==> src/rtl/hyper_async_chan_src.sv <==
// Source (write) half of a Gray-pointer asynchronous channel: owns the FIFO storage and
// the write pointer, and synchronizes the destination's read pointer for flow control.
module hyper_async_chan_src #(
  parameter int unsigned DataWidth  = 32,
  parameter int unsigned LogDepth   = 3,
  parameter int unsigned SyncStages = 2
) (
  input  logic                                 clk_i,
  input  logic                                 rst_ni,
  input  logic                                 src_valid_i,
  output logic                                 src_ready_o,
  input  logic [DataWidth-1:0]                 src_data_i,
  output logic [(2**LogDepth)*DataWidth-1:0]   async_data_o,
  output logic [LogDepth:0]                    async_wptr_o,
  input  logic [LogDepth:0]                    async_rptr_i,
  output logic [LogDepth:0]                    fill_o
);

  localparam int unsigned Depth    = 2 ** LogDepth;
  localparam int unsigned PtrWidth = LogDepth + 1;

  typedef logic [PtrWidth-1:0] ptr_t;

  // Full when the Gray write pointer equals the read pointer with its top two bits inverted.
  localparam ptr_t FullMask = ptr_t'(3) << (LogDepth - 1);

  function automatic ptr_t bin2gray(ptr_t b);
    return b ^ (b >> 1);
  endfunction

  function automatic ptr_t gray2bin(ptr_t g);
    ptr_t b;
    b = g;
    for (int i = int'(PtrWidth) - 2; i >= 0; i--) begin
      b[i] = b[i+1] ^ g[i];
    end
    return b;
  endfunction

  ptr_t                                  wptr_q;
  ptr_t                                  wptr_gray_q;
  logic [SyncStages-1:0][PtrWidth-1:0]   sync_q;
  logic [DataWidth-1:0]                  mem_q [Depth];

  ptr_t                                  rptr_sync;
  ptr_t                                  wptr_next;
  logic [LogDepth-1:0]                   widx;
  logic                                  full;
  logic                                  push;

  assign rptr_sync   = sync_q[SyncStages-1];
  assign wptr_next   = wptr_q + ptr_t'(1);
  assign widx        = wptr_q[LogDepth-1:0];
  assign full        = (wptr_gray_q == (rptr_sync ^ FullMask));
  assign push        = src_valid_i & ~full;

  assign src_ready_o  = ~full;
  assign async_wptr_o = wptr_gray_q;
  assign fill_o       = wptr_q - gray2bin(rptr_sync);

  // Write pointer, binary and registered Gray copy, advance together on a handshake.
  always_ff @(posedge clk_i or negedge rst_ni) begin
    if (!rst_ni) begin
      wptr_q      <= '0;
      wptr_gray_q <= '0;
    end else if (push) begin
      wptr_q      <= wptr_next;
      wptr_gray_q <= bin2gray(wptr_next);
    end
  end

  // Plain flop chain for the asynchronous read pointer; stage 0 samples the input.
  always_ff @(posedge clk_i or negedge rst_ni) begin
    if (!rst_ni) begin
      sync_q <= '0;
    end else begin
      sync_q <= {sync_q[SyncStages-2:0], async_rptr_i};
    end
  end

  always_ff @(posedge clk_i or negedge rst_ni) begin
    if (!rst_ni) begin
      mem_q <= '{default: '0};
    end else if (push) begin
      mem_q[widx] <= src_data_i;
    end
  end

  for (genvar i = 0; i < Depth; i++) begin : g_flat
    assign async_data_o[i*DataWidth +: DataWidth] = mem_q[i];
  end

endmodule

==> config.mk <==
export PLATFORM = sky130hd
export DESIGN_NAME = hyper_async_chan_src
export DESIGN_NICKNAME = d
export VERILOG_FILES = /design/src/rtl/hyper_async_chan_src.sv
export SDC_FILE = /design/constraint.sdc
export NUM_CORES = 1
export LEC_CHECK = 0
export CORE_ASPECT_RATIO = 2
export CORE_MARGIN = 2
export CORE_UTILIZATION = 40
export DETAILED_ROUTE_END_ITERATION = 16
export HOLD_SLACK_MARGIN = 0.1
export PLACE_DENSITY = 0.69
export SLEW_MARGIN = 10
export SYNTH_ARGS = -nofsm -noshare
export SYNTH_HDL_FRONTEND = slang
export SYNTH_SLANG_ARGS = --single-unit
==> constraint.sdc <==
create_clock -name clk_i -period 6 [get_ports clk_i]
set_clock_uncertainty 0.15 [all_clocks]
set_input_delay 1.2 -clock clk_i [delete_from_list [all_inputs] [get_ports clk_i]]
set_output_delay 1.2 -clock clk_i [all_outputs]
set_load 0.01 [all_outputs]
# == Word level (Yosys, flattened, before mapping) ==
# Cells that the tools add are included.
# totals
regBits,272
output_inout_bits,265
wordCells,29
# op_classes
add_sub_neg,2
order_cmp,2
eq_ne,1
muxes,3
bitwise_logic,8
reduce_logical,1
# ops
op,count
$bwmux 256,1
$demux 32 s3,1
$mux 32,1
$add 4x1->4 const B,1
$eq 4x4->1,1
$ge 4x4->1 const B,1
$lt 4x1->1 const B,1
$not 3->4,1
$sub 4x4->4,1
$xor 4x3->4,1
$xor 1x1->1,3
$not 2->2,1
$and 1x1->1,1
$logic_and 1x1->1,1
$not 1->1,1

# == Logic depth before layout (Yosys ltp) ==
# Gate-level depths: netlist of the first run.
# depth
depth_word,6
mapped_depth,8
depth_no_buf,8

# == Least setup slack after synthesis of the first run ==
# No wires, ideal clock.
# synth_timing
path_kind,register to output
startpoint,"reg sync_q, in the netlist rptr_sync[2]"
endpoint,out fill_o[3]
arrival_time_ns,1.791
setup_slack_ns,2.859
path_stages_with_launch,9
n_path_buf,0
cell_sequence,dfrtp_1 -> xnor2_1 -> xor2_1 -> xnor2_1 -> ha_1 -> inv_1 -> a21o_1 -> a21oi_1 -> xor2_1
# synth_between
elab_chain_cells,4
# synth_lines
item,line_no,source
from (decl),42,logic [SyncStages-1:0][PtrWidth-1:0] sync_q;
from (signal assigned),77,"sync_q <= {sync_q[SyncStages-2:0], async_rptr_i};"
$xor 1x1->1 (*),35,b[i] = b[i+1] ^ g[i];
$xor 1x1->1 (2 in series),35,
$sub 4x4->4 (*),59,assign fill_o = wptr_q - gray2bin(rptr_sync);
to (decl),16,output logic [LogDepth:0] fill_o
# Mark *: on every way between the ends. The rest lies on a longest branch, timed or not.

# == Worst setup path after layout of the first run ==
# Same ends and word-level chain as after synthesis.

==> results of run 1 <==
-- cell type report --
class | count | area share
clock buffer | 33 | 0.04690
clock inverter | 11 | 0.01113
inverter | 7 | 0.001797
multi-input combinational | 300 | 0.2334
sequential | 271 | 0.4639
tap | 340 | 0.02910
timing repair buffer | 313 | 0.2138
-- state kept, by name (all words and copies together), names as in the netlist --
| signal | cells |
|---|---|
| sync_q | 4 |
| async_wptr_o | 3 |
| rptr_sync | 4 |
| wptr_q | 4 |
| async_data_o | 256 |
-- layout by cell type (no fill, tap or decap), drive strengths merged --
cell type,instances
xor2,6
clkinvlp,3
or4b,1
nand3,1
clkdlybuf4s50,302
ha,4
clkinv,4
nand2,4
a21o,1
buf,11
a41o,1
nor4b,1
nor4,2
o21ai,4
fa,1
xnor2,11
clkbuf,33
dfrtp,271
a21oi,1
nor3,1
mux2,257
nand4,1
or4,2
bufinv,4
or3,1
inv,7
-- worst reg2reg max path, cell delays in order, from the launching register on --
cell and delay [ps]:
sky130_fd_sc_hd__dfrtp_1 440, sky130_fd_sc_hd__xor2_1 200, sky130_fd_sc_hd__a41o_1 510, sky130_fd_sc_hd__or4b_2 1050, sky130_fd_sc_hd__buf_4 370, sky130_fd_sc_hd__mux2_4 350
-- power breakdown --
part | internal (W) | switching, W | total (W)
Clock | 0.000975 | 0.000685 | 0.00166
Combinational | 0.00249 | 0.00159 | 0.00408
Sequential | 0.00273 | 0.000511 | 0.00324
-- final timing paths --
path / start / end / depth (start not counted)
worst max-delay path: rptr_sync[2] / fill_o[3] / 9
worst min register to register: sync_q[3] / rptr_sync[3] / 0
worst min-delay path: sync_q[3] / rptr_sync[3] / 0
worst max register to register: wptr_q[3] / async_data_o[212] / 5
min in group asynchronous: rst_ni / async_data_o[52] / 1
max in group asynchronous: rst_ni / async_data_o[208] / 2
-- cells in the mapped netlist (2+ instances only) --
| master | instances | share of area |
|---|---|---|
| sky130_fd_sc_hd__xnor2_1 | 11 | 0.0093 |
| sky130_fd_sc_hd__xor2_1 | 6 | 0.0051 |
| sky130_fd_sc_hd__buf_2 | 21 | 0.010 |
| sky130_fd_sc_hd__o21ai_0 | 4 | 0.0019 |
| sky130_fd_sc_hd__buf_4 | 4 | 0.0029 |
| sky130_fd_sc_hd__nor4_2 | 2 | 0.0024 |
| sky130_fd_sc_hd__dfrtp_1 | 271 | 0.65 |
| sky130_fd_sc_hd__ha_1 | 4 | 0.0048 |
| sky130_fd_sc_hd__mux2_1 | 17 | 0.018 |
| sky130_fd_sc_hd__inv_1 | 6 | 0.0022 |
| sky130_fd_sc_hd__clkbuf_1 | 4 | 0.0014 |
| sky130_fd_sc_hd__mux2_4 | 30 | 0.043 |
| sky130_fd_sc_hd__buf_6 | 3 | 0.0033 |
| sky130_fd_sc_hd__or4_1 | 2 | 0.0014 |
| sky130_fd_sc_hd__nand2_1 | 4 | 0.0014 |
| sky130_fd_sc_hd__mux2_2 | 210 | 0.23 |
-- per-layer routing --
layer | vias to the layer above | track usage | part of all wire
met2 | 208 | 0.4006 | 0.57
met3 | 61 | 0.03242 | 0.043
met1 | 3213 | 0.2161 | 0.34
li1 | 2753 | - | -
met4 | 0 | 0.1005 | 0.046
met5 | - | 0 | 0
-- through the flow --
step | std cells | worst slack (ps) | instance area (um2) | utilization
4_1_cts | 1275 | 1485 | 14620 | 0.5722
5_1_grt | 1275 | 1347 | 14620 | 0.5722
3_5_place_dp | 1231 | 1756 | 13770 | 0.5390
2_1_floorplan | 610 | 2859 | 10380 | -
3_3_place_gp | 1231 | 1775 | 13770 | 0.5390
6_report | 1275 | 1539 | 14620 | 0.5722
-- logic make-up (layout without fill, tap and decap cells) --
family	after synthesis	in the layout	share of synthesized area
DFF	271	271	0.6536
muxes	257	257	0.2898
buffers and inverters	39	364	0.02026
xor gates and xnor gates	17	17	0.01435
and+or+nand+nor	14	14	0.01121
AOI/OAI and AO/OA	7	7	0.004100
adders and majority gates	5	5	0.006753
==> impl_metrics.env, run 1 <==
export IMPL_outcome="completed"
export IMPL_floorplan_die_area_um2=27320
export IMPL_layout_min_cycle_time_ps=4461
export IMPL_design_power_total_w=0.008986
export IMPL_finalNetCount=961
export IMPL_synth_ff_type="sky130_fd_sc_hd__dfrtp_1"
export IMPL_multi_input_comb_area_um2=3412
export IMPL_timing_hold_worst_class="reg2reg"
export IMPL_design_portCount=304
export IMPL_finalSetupTns_ps=0
export IMPL_path_cells="xnor2_1 -> xor2_1 -> xnor2_1 -> ha_1 -> inv_1 -> a21o_1 -> a21oi_1 -> xor2_1 -> clkdlybuf4s50_1"
export IMPL_io_buffers=303
export IMPL_worst_vdd_drop_mv=0.3626
export IMPL_core_area_um2=25550
export IMPL_worstSetupStartpointType="flop"
export IMPL_ff_latch_area_um2=6782
export IMPL_numCtsBuffers=24
export IMPL_grtUsageTotal=0.2078
export IMPL_final_setup_viol_count=0
export IMPL_fin_worst_hold_slack_ps=195.7
export IMPL_pwr_density_cell_nw_per_um2=614.7
export IMPL_antenna_found_initial=0
export IMPL_die_height_um=231.8
export IMPL_pin_count_of_the_biggest_net_entering_global_routing=109
export IMPL_tritoncts="built"
export IMPL_area_growth_synth_to_final_pct=40.89
export IMPL_path_delay_family="XOR/XNOR gates"
export IMPL_htree_levels=1
export IMPL_numClockSinks=271
export IMPL_max_root_sink_buffers=3
export IMPL_synth_seq_cells=271
export IMPL_cp_bufs_invs=2
export IMPL_wirelength_mm=28.21
export IMPL_synth_fp_nets=654
export IMPL_avgSynthCellArea_um2=17.01
export IMPL_hold_viol=0
export IMPL_tightest_slew_ps=1137
export IMPL_firstDrtPassIters=4
export IMPL_timing_final_max_slew_violations=0
export IMPL_num_antenna_cells=0
export IMPL_ratio_of_cells_with_drive_above_1_in_the_final_layout=0.3198
export IMPL_global_placement_routability_congestion=0.7730
export IMPL_crit_path_max_incr_delay_ps=600
export IMPL_routed_via_density=4.890
export IMPL_post_cts_hold_buffer_count=0
export IMPL_die_w_um=117.9
export IMPL_syn_cell_area_um2=10380
export IMPL_worst_skew_pair_later_pin_latency_ps=530
export IMPL_setup_repair_after_global_routing_missed_its_margin="no"
export IMPL_yosysUniqueCellTypes=27
export IMPL_clk_transition_reported_paths_ps=70
export IMPL_row_count=83
export IMPL_grt_first_pass_wirelength_mm=43.01
export IMPL_initialDrtViolationCount=213
export IMPL_yosys_warns=0
export IMPL_final_period_utilization=0.7435
export IMPL_initial_core_utilization=0.4062
export IMPL_cp_max_fo=3
export IMPL_cts_root_buffer_cell="sky130_fd_sc_hd__clkbuf_16"
export IMPL_cts_repair_resize_count=0
export IMPL_route_vias_total=6235
export IMPL_synthesis_instances=610
export IMPL_cp_end_kind="output port"
export IMPL_count_of_flip_flops_with_a_built_in_enable_after_synthesis=0
export IMPL_cts_setup_buffers=0
export IMPL_timing_max_slew_rel_slack=0.2422
export IMPL_worstPathRequired_ps=4650
export IMPL_max_freq_ghz=0.2242
export IMPL_place_hpwl_mm=19.91
export IMPL_total_leakage_power_nw=6.283
export IMPL_grt_pass1_vias=6739
export IMPL_timing_max_cap_violations=0
export IMPL_postSynth_asyncResetShare=1.000
export IMPL_worstPathArrival_ps=3110
export IMPL_postRouteAntennaNets=0
export IMPL_overflow=0
export IMPL_layout_filler_cells=2118
export IMPL_post_drt_wl_per_cell_um=22.12
export IMPL_crit_slowest_cell="sky130_fd_sc_hd__clkdlybuf4s50_1"
export IMPL_yosysSeqAreaShare=0.6536
export IMPL_worst_setup_path_type="reg2out"
export IMPL_drcViolationCount=0
export IMPL_setup_reg_to_reg_worst_slack_ps=2810
(Power assumes the default switching activity.)
==> run 2: changes to the inputs <==
Clock period 6 ns to 4.4 ns, I/O delays scaled along.
==> impl_metrics.env, run 2 (same netlist as run 1, synthesis figures left out) <==
export IMPL_timing_max_slew_rel_slack=0.3092
export IMPL_layout_cells_most_common="sky130_fd_sc_hd__clkdlybuf4s50_1"
export IMPL_outcome="completed"
export IMPL_firstDrtPassIters=4
export IMPL_worstPathRequired_ps=3370
export IMPL_routed_via_density=4.880
export IMPL_worst_vdd_drop_mv=0.4818
export IMPL_route_vias_total=6242
export IMPL_worstSetupStartpointType="flop"
export IMPL_area_growth_synth_to_final_pct=41.26
export IMPL_layout_filler_cells=2100
export IMPL_multi_input_comb_area_um2=3412
export IMPL_path_delay_family="XOR/XNOR gates"
export IMPL_clk_transition_reported_paths_ps=70
export IMPL_path_cells="xnor2_1 -> xor2_1 -> xnor2_1 -> ha_1 -> inv_1 -> a21o_1 -> a21oi_1 -> xor2_1 -> clkdlybuf4s50_1"
export IMPL_global_placement_routability_congestion=0.7830
export IMPL_antenna_found_initial=0
export IMPL_hold_viol=0
export IMPL_die_w_um=117.9
export IMPL_worst_skew_pair_later_pin_latency_ps=530
export IMPL_io_buffers=303
export IMPL_tritoncts="built"
export IMPL_post_cts_hold_buffer_count=0
export IMPL_grtUsageTotal=0.2085
export IMPL_numClockSinks=271
export IMPL_layout_min_cycle_time_ps=4160
export IMPL_die_height_um=231.8
export IMPL_cp_bufs_invs=2
export IMPL_final_period_utilization=0.9454
export IMPL_ff_latch_area_um2=6782
export IMPL_cts_repair_resize_count=0
export IMPL_timing_hold_worst_class="reg2reg"
export IMPL_post_drt_wl_per_cell_um=22.16
export IMPL_crit_path_max_incr_delay_ps=630
export IMPL_max_root_sink_buffers=3
export IMPL_numCtsBuffers=24
export IMPL_timing_max_cap_violations=0
export IMPL_worstPathArrival_ps=3130
export IMPL_finalNetCount=965
export IMPL_worst_setup_slack_after_layout_ps=240.4
export IMPL_design_power_total_w=0.01225
export IMPL_htree_levels=1
export IMPL_design_portCount=304
export IMPL_largest_reg_flops=256
export IMPL_tightest_slew_ps=1036
export IMPL_grt_pass1_vias=6781
export IMPL_drcViolationCount=0
export IMPL_worst_setup_path_type="reg2out"
export IMPL_floorplan_die_area_um2=27320
export IMPL_grt_first_pass_wirelength_mm=43.07
export IMPL_place_hpwl_mm=19.75
export IMPL_postRouteAntennaNets=0
export IMPL_setup_repair_after_global_routing_missed_its_margin="no"
export IMPL_total_leakage_power_nw=6.305
export IMPL_max_freq_ghz=0.2404
export IMPL_cts_root_buffer_cell="sky130_fd_sc_hd__clkbuf_16"
export IMPL_ratio_of_cells_with_drive_above_1_in_the_final_layout=0.3206
export IMPL_pwr_density_cell_nw_per_um2=835.7
export IMPL_initialDrtViolationCount=245
export IMPL_final_setup_viol_count=0
export IMPL_timing_final_max_slew_violations=0
export IMPL_finalSetupTns_ps=0
export IMPL_core_area_um2=25550
export IMPL_cts_setup_buffers=0
export IMPL_initial_core_utilization=0.4062
export IMPL_pre_cts_slack_ps=639.7
export IMPL_overflow=0
export IMPL_num_antenna_cells=0
export IMPL_pin_count_of_the_biggest_net_entering_global_routing=119
export IMPL_cp_end_kind="output port"
export IMPL_wirelength_mm=28.34
export IMPL_row_count=83
export IMPL_mostFrequentLayoutCells="302 x sky130_fd_sc_hd__clkdlybuf4s50_1, 271 x sky130_fd_sc_hd__dfrtp_1, 210 x sky130_fd_sc_hd__mux2_2"
export IMPL_cp_max_fo=3
export IMPL_crit_slowest_cell="sky130_fd_sc_hd__clkdlybuf4s50_1"
[run 2: path summary, 6_finish.rpt]
check                        startpoint                 to  slack, ps  cells past startpoint
min reg2reg                   sync_q[2]       rptr_sync[2]        210                      0
max reg2reg                   wptr_q[3]  async_data_o[229]       1310                      4
max in group asynchronous        rst_ni  async_data_o[132]       2880                      2
max                        rptr_sync[2]          fill_o[3]        240                      9
min in group asynchronous        rst_ni  async_data_o[180]        280                      1
min                           sync_q[2]       rptr_sync[2]        210                      0
[run 2: metrics by stage]
| step | area [um2] | utilization | hold WS (ps) | instances |
|---|---|---|---|---|
| after detailed placement | 13810 | 0.5407 | 184.7 | 1235 |
| after global placement | 13810 | 0.5407 | 181.5 | 1235 |
| after global routing | 14660 | 0.5738 | 220.5 | 1279 |
| after CTS | 14660 | 0.5738 | 209.6 | 1279 |
| final | 14660 | 0.5738 | 208.4 | 1279 |
| after floorplan | 10380 | - | 181.2 | 610 |
[run 2: area by class of cell]
class                   count  share of cell area
clock inverters             6            0.007512
flip-flops and latches    271              0.4627
clock buffers              38             0.05011
multi-input cells         300              0.2328
repair buffers            317              0.2161
well taps                 340             0.02902
inverters                   7            0.001793
[run 2: power breakdown]
group | leakage, nW | switching [W] | internal, W
combinational | 2.65 | 0.00218 | 0.00340
sequential | 3.25 | 0.000689 | 0.00373
clock | 0.406 | 0.000927 | 0.00132
total | 6.30 | 0.00380 | 0.00845
[run 2: worst register-to-register path, stage by stage (launching register included)]
cell                      delay, ps
sky130_fd_sc_hd__dfrtp_1        440
sky130_fd_sc_hd__xor2_1         300
sky130_fd_sc_hd__a41o_1         690
sky130_fd_sc_hd__or3_2          950
sky130_fd_sc_hd__mux2_2         430
[run 2: per-layer routing]
metal	wire [um]	track usage
met5	0	0
met4	1733	0.1224
met3	1346	0.03487
met2	15550	0.3903
met1	9716	0.2163
==> run 3: changes to the inputs <==
Settings changed: CORE_MARGIN 2 to unset, HOLD_SLACK_MARGIN 0.1 to 0.06, SLEW_MARGIN 10 to 25.
==> impl_metrics.env, run 3 (same netlist as run 1, synthesis figures left out) <==
export IMPL_setup_repair_after_global_routing_missed_its_margin="no"
export IMPL_timing_final_max_slew_violations=0
export IMPL_whs_endpoint="rptr_sync[3]"
export IMPL_drcViolationCount=0
export IMPL_outcome="completed"
export IMPL_initialDrtViolationCount=189
export IMPL_timing_max_cap_violations=0
export IMPL_grt_first_pass_wirelength_mm=40.92
export IMPL_post_drt_wl_per_cell_um=21.16
export IMPL_crit_slowest_cell="sky130_fd_sc_hd__clkdlybuf4s50_1"
export IMPL_worstPathArrival_ps=2960
export IMPL_path_cells="xnor2_1 -> xor2_1 -> xnor2_1 -> ha_1 -> inv_1 -> a21o_1 -> a21oi_1 -> xor2_1 -> clkdlybuf4s50_1"
export IMPL_reg2regPathDepth=5
export IMPL_final_setup_viol_count=0
export IMPL_layout_cell_area_non_filler_um2=14670
export IMPL_pre_cts_slack_ps=686.6
export IMPL_worstHoldStart="sync_q[3]"
export IMPL_largest_reg_flops=256
export IMPL_placedInstanceArea_um2=13810
export IMPL_hold_viol=0
export IMPL_crit_path_max_incr_delay_ps=570
export IMPL_antenna_found_initial=0
export IMPL_pwr_density_cell_nw_per_um2=832.4
export IMPL_mostFrequentLayoutCells="302 x sky130_fd_sc_hd__clkdlybuf4s50_1, 271 x sky130_fd_sc_hd__dfrtp_1, 210 x sky130_fd_sc_hd__mux2_2"
export IMPL_finalSetupTns_ps=0
export IMPL_firstDrtPassIters=4
export IMPL_pin_count_of_the_biggest_net_entering_global_routing=97
export IMPL_tritoncts="built"
export IMPL_worst_setup_slack_after_layout_ps=413.9
export IMPL_postRouteAntennaNets=0
export IMPL_ff_latch_area_um2=6782
export IMPL_overflow=0
export IMPL_numCtsBuffers=24
export IMPL_max_freq_ghz=0.2509
export IMPL_worst_vdd_drop_mv=0.5364
export IMPL_layout_filler_cells=2148
export IMPL_grt_busiest_layer="met2"
export IMPL_timing_rr_start="wptr_q[3]"
export IMPL_clk_transition_reported_paths_ps=70
export IMPL_row_count=83
export IMPL_worst_setup_path_type="reg2out"
export IMPL_worst_skew_pair_later_pin_latency_ps=520
export IMPL_area_growth_synth_to_final_pct=41.36
export IMPL_worstPathRequired_ps=3370
export IMPL_final_util=0.5742
export IMPL_met1_track_usage_gr=0.2190
export IMPL_max_root_sink_buffers=3
export IMPL_numClockSinks=271
export IMPL_cts_setup_buffers=0
export IMPL_total_leakage_power_nw=6.319
export IMPL_r2r_end="async_data_o[69]"
export IMPL_met2_usage=0.3873
export IMPL_setup_reg_to_reg_worst_slack_ps=1470
export IMPL_post_cts_hold_buffer_count=0
export IMPL_floorplan_die_area_um2=26630
export IMPL_wirelength_mm=27.02
export IMPL_initial_core_utilization=0.4062
export IMPL_cp_end_kind="output port"
export IMPL_timing_hold_worst_class="reg2reg"
export IMPL_die_height_um=229.8
export IMPL_design_portCount=304
export IMPL_multi_input_comb_area_um2=3415
export IMPL_io_buffers=303
export IMPL_grt_use_met3=0.03980
export IMPL_die_w_um=115.9
export IMPL_cp_max_fo=3
export IMPL_htree_levels=1
export IMPL_route_vias_total=6173
export IMPL_tightest_slew_ps=903.0
export IMPL_finalNetCount=965
export IMPL_layout_min_cycle_time_ps=3986
export IMPL_global_placement_routability_congestion=0.7662
export IMPL_layout_cells_most_common="sky130_fd_sc_hd__clkdlybuf4s50_1"
export IMPL_timing_max_slew_rel_slack=0.3980
export IMPL_grt_pass1_vias=6597
export IMPL_final_period_utilization=0.9059
export IMPL_worstSetupStartpointType="flop"
export IMPL_grtUsageTotal=0.2081
export IMPL_cts_root_buffer_cell="sky130_fd_sc_hd__clkbuf_16"
export IMPL_hold_depth=0
export IMPL_num_antenna_cells=0
export IMPL_place_hpwl_mm=19.12
export IMPL_core_area_um2=25550
export IMPL_routed_via_density=4.834
export IMPL_ratio_of_cells_with_drive_above_1_in_the_final_layout=0.3223
export IMPL_cts_repair_resize_count=0
## run 3: changes by cell type in the layout (fill, tap and decap cells not counted), sizes merged
cell	delta
clkinv	+2
clkbuf	-4
bufinv	+1
clkinvlp	-1
## run 3: layout make-up
type                            instances  area share
Sequential cell                       271      0.4623
Inverter                                7    0.001791
Tap cell                              340     0.02900
Clock buffer                           34     0.04837
Timing Repair Buffer                  317      0.2160
Clock inverter                          8    0.009724
Multi-Input combinational cell        300      0.2328
## run 3: metal layers
layer	part of all wire	wire, um	vias up
met5	0	0	-
li1	-	-	2763
met4	0.044	1191	0
met1	0.34	9278	3161
met2	0.56	15080	198
met3	0.054	1468	51
## run 3: per-stage QoR
step / hold WS [ps] / power (W) / std cells
3_3_place_gp: 184.5 / 0.009944 / 1235
6_report: 201.4 / 0.01221 / 1277
2_1_floorplan: 181.2 / 0.006778 / 610
3_5_place_dp: 188.1 / 0.01007 / 1235
5_1_grt: 202.5 / 0.01285 / 1277
4_1_cts: 201.8 / 0.01238 / 1277
## run 3: report_power, final
group / internal (W) / switching, W / total [W]
Clock: 0.00136 / 0.000904 / 0.00226
Combinational: 0.00341 / 0.00213 / 0.00553
Sequential: 0.00373 / 0.000690 / 0.00442
Total: 0.00849 / 0.00372 / 0.0122
## run 3: how the worst max path moves through the flow
stage,startpoint,endpoint,slack (ps),cells after the start
after global placement,src_valid_i,async_data_o[69],700,6
after CTS,rptr_sync[2],fill_o[3],360,9
after global routing,rptr_sync[2],fill_o[3],200,9
after detailed placement,src_valid_i,async_data_o[69],690,6
after floorplan,rptr_sync[2],fill_o[3],1580,8
final,rptr_sync[2],fill_o[3],410,9
## run 3: critical path, delay by kind of cell, from the launching register on
family / cells / cell delay [ps]
xor gates and xnor gates: 4 / 870
DFF: 1 / 410
buffers and inverters: 2 / 610
AOI/OAI and AO/OA: 2 / 330
adders and majority gates: 1 / 200
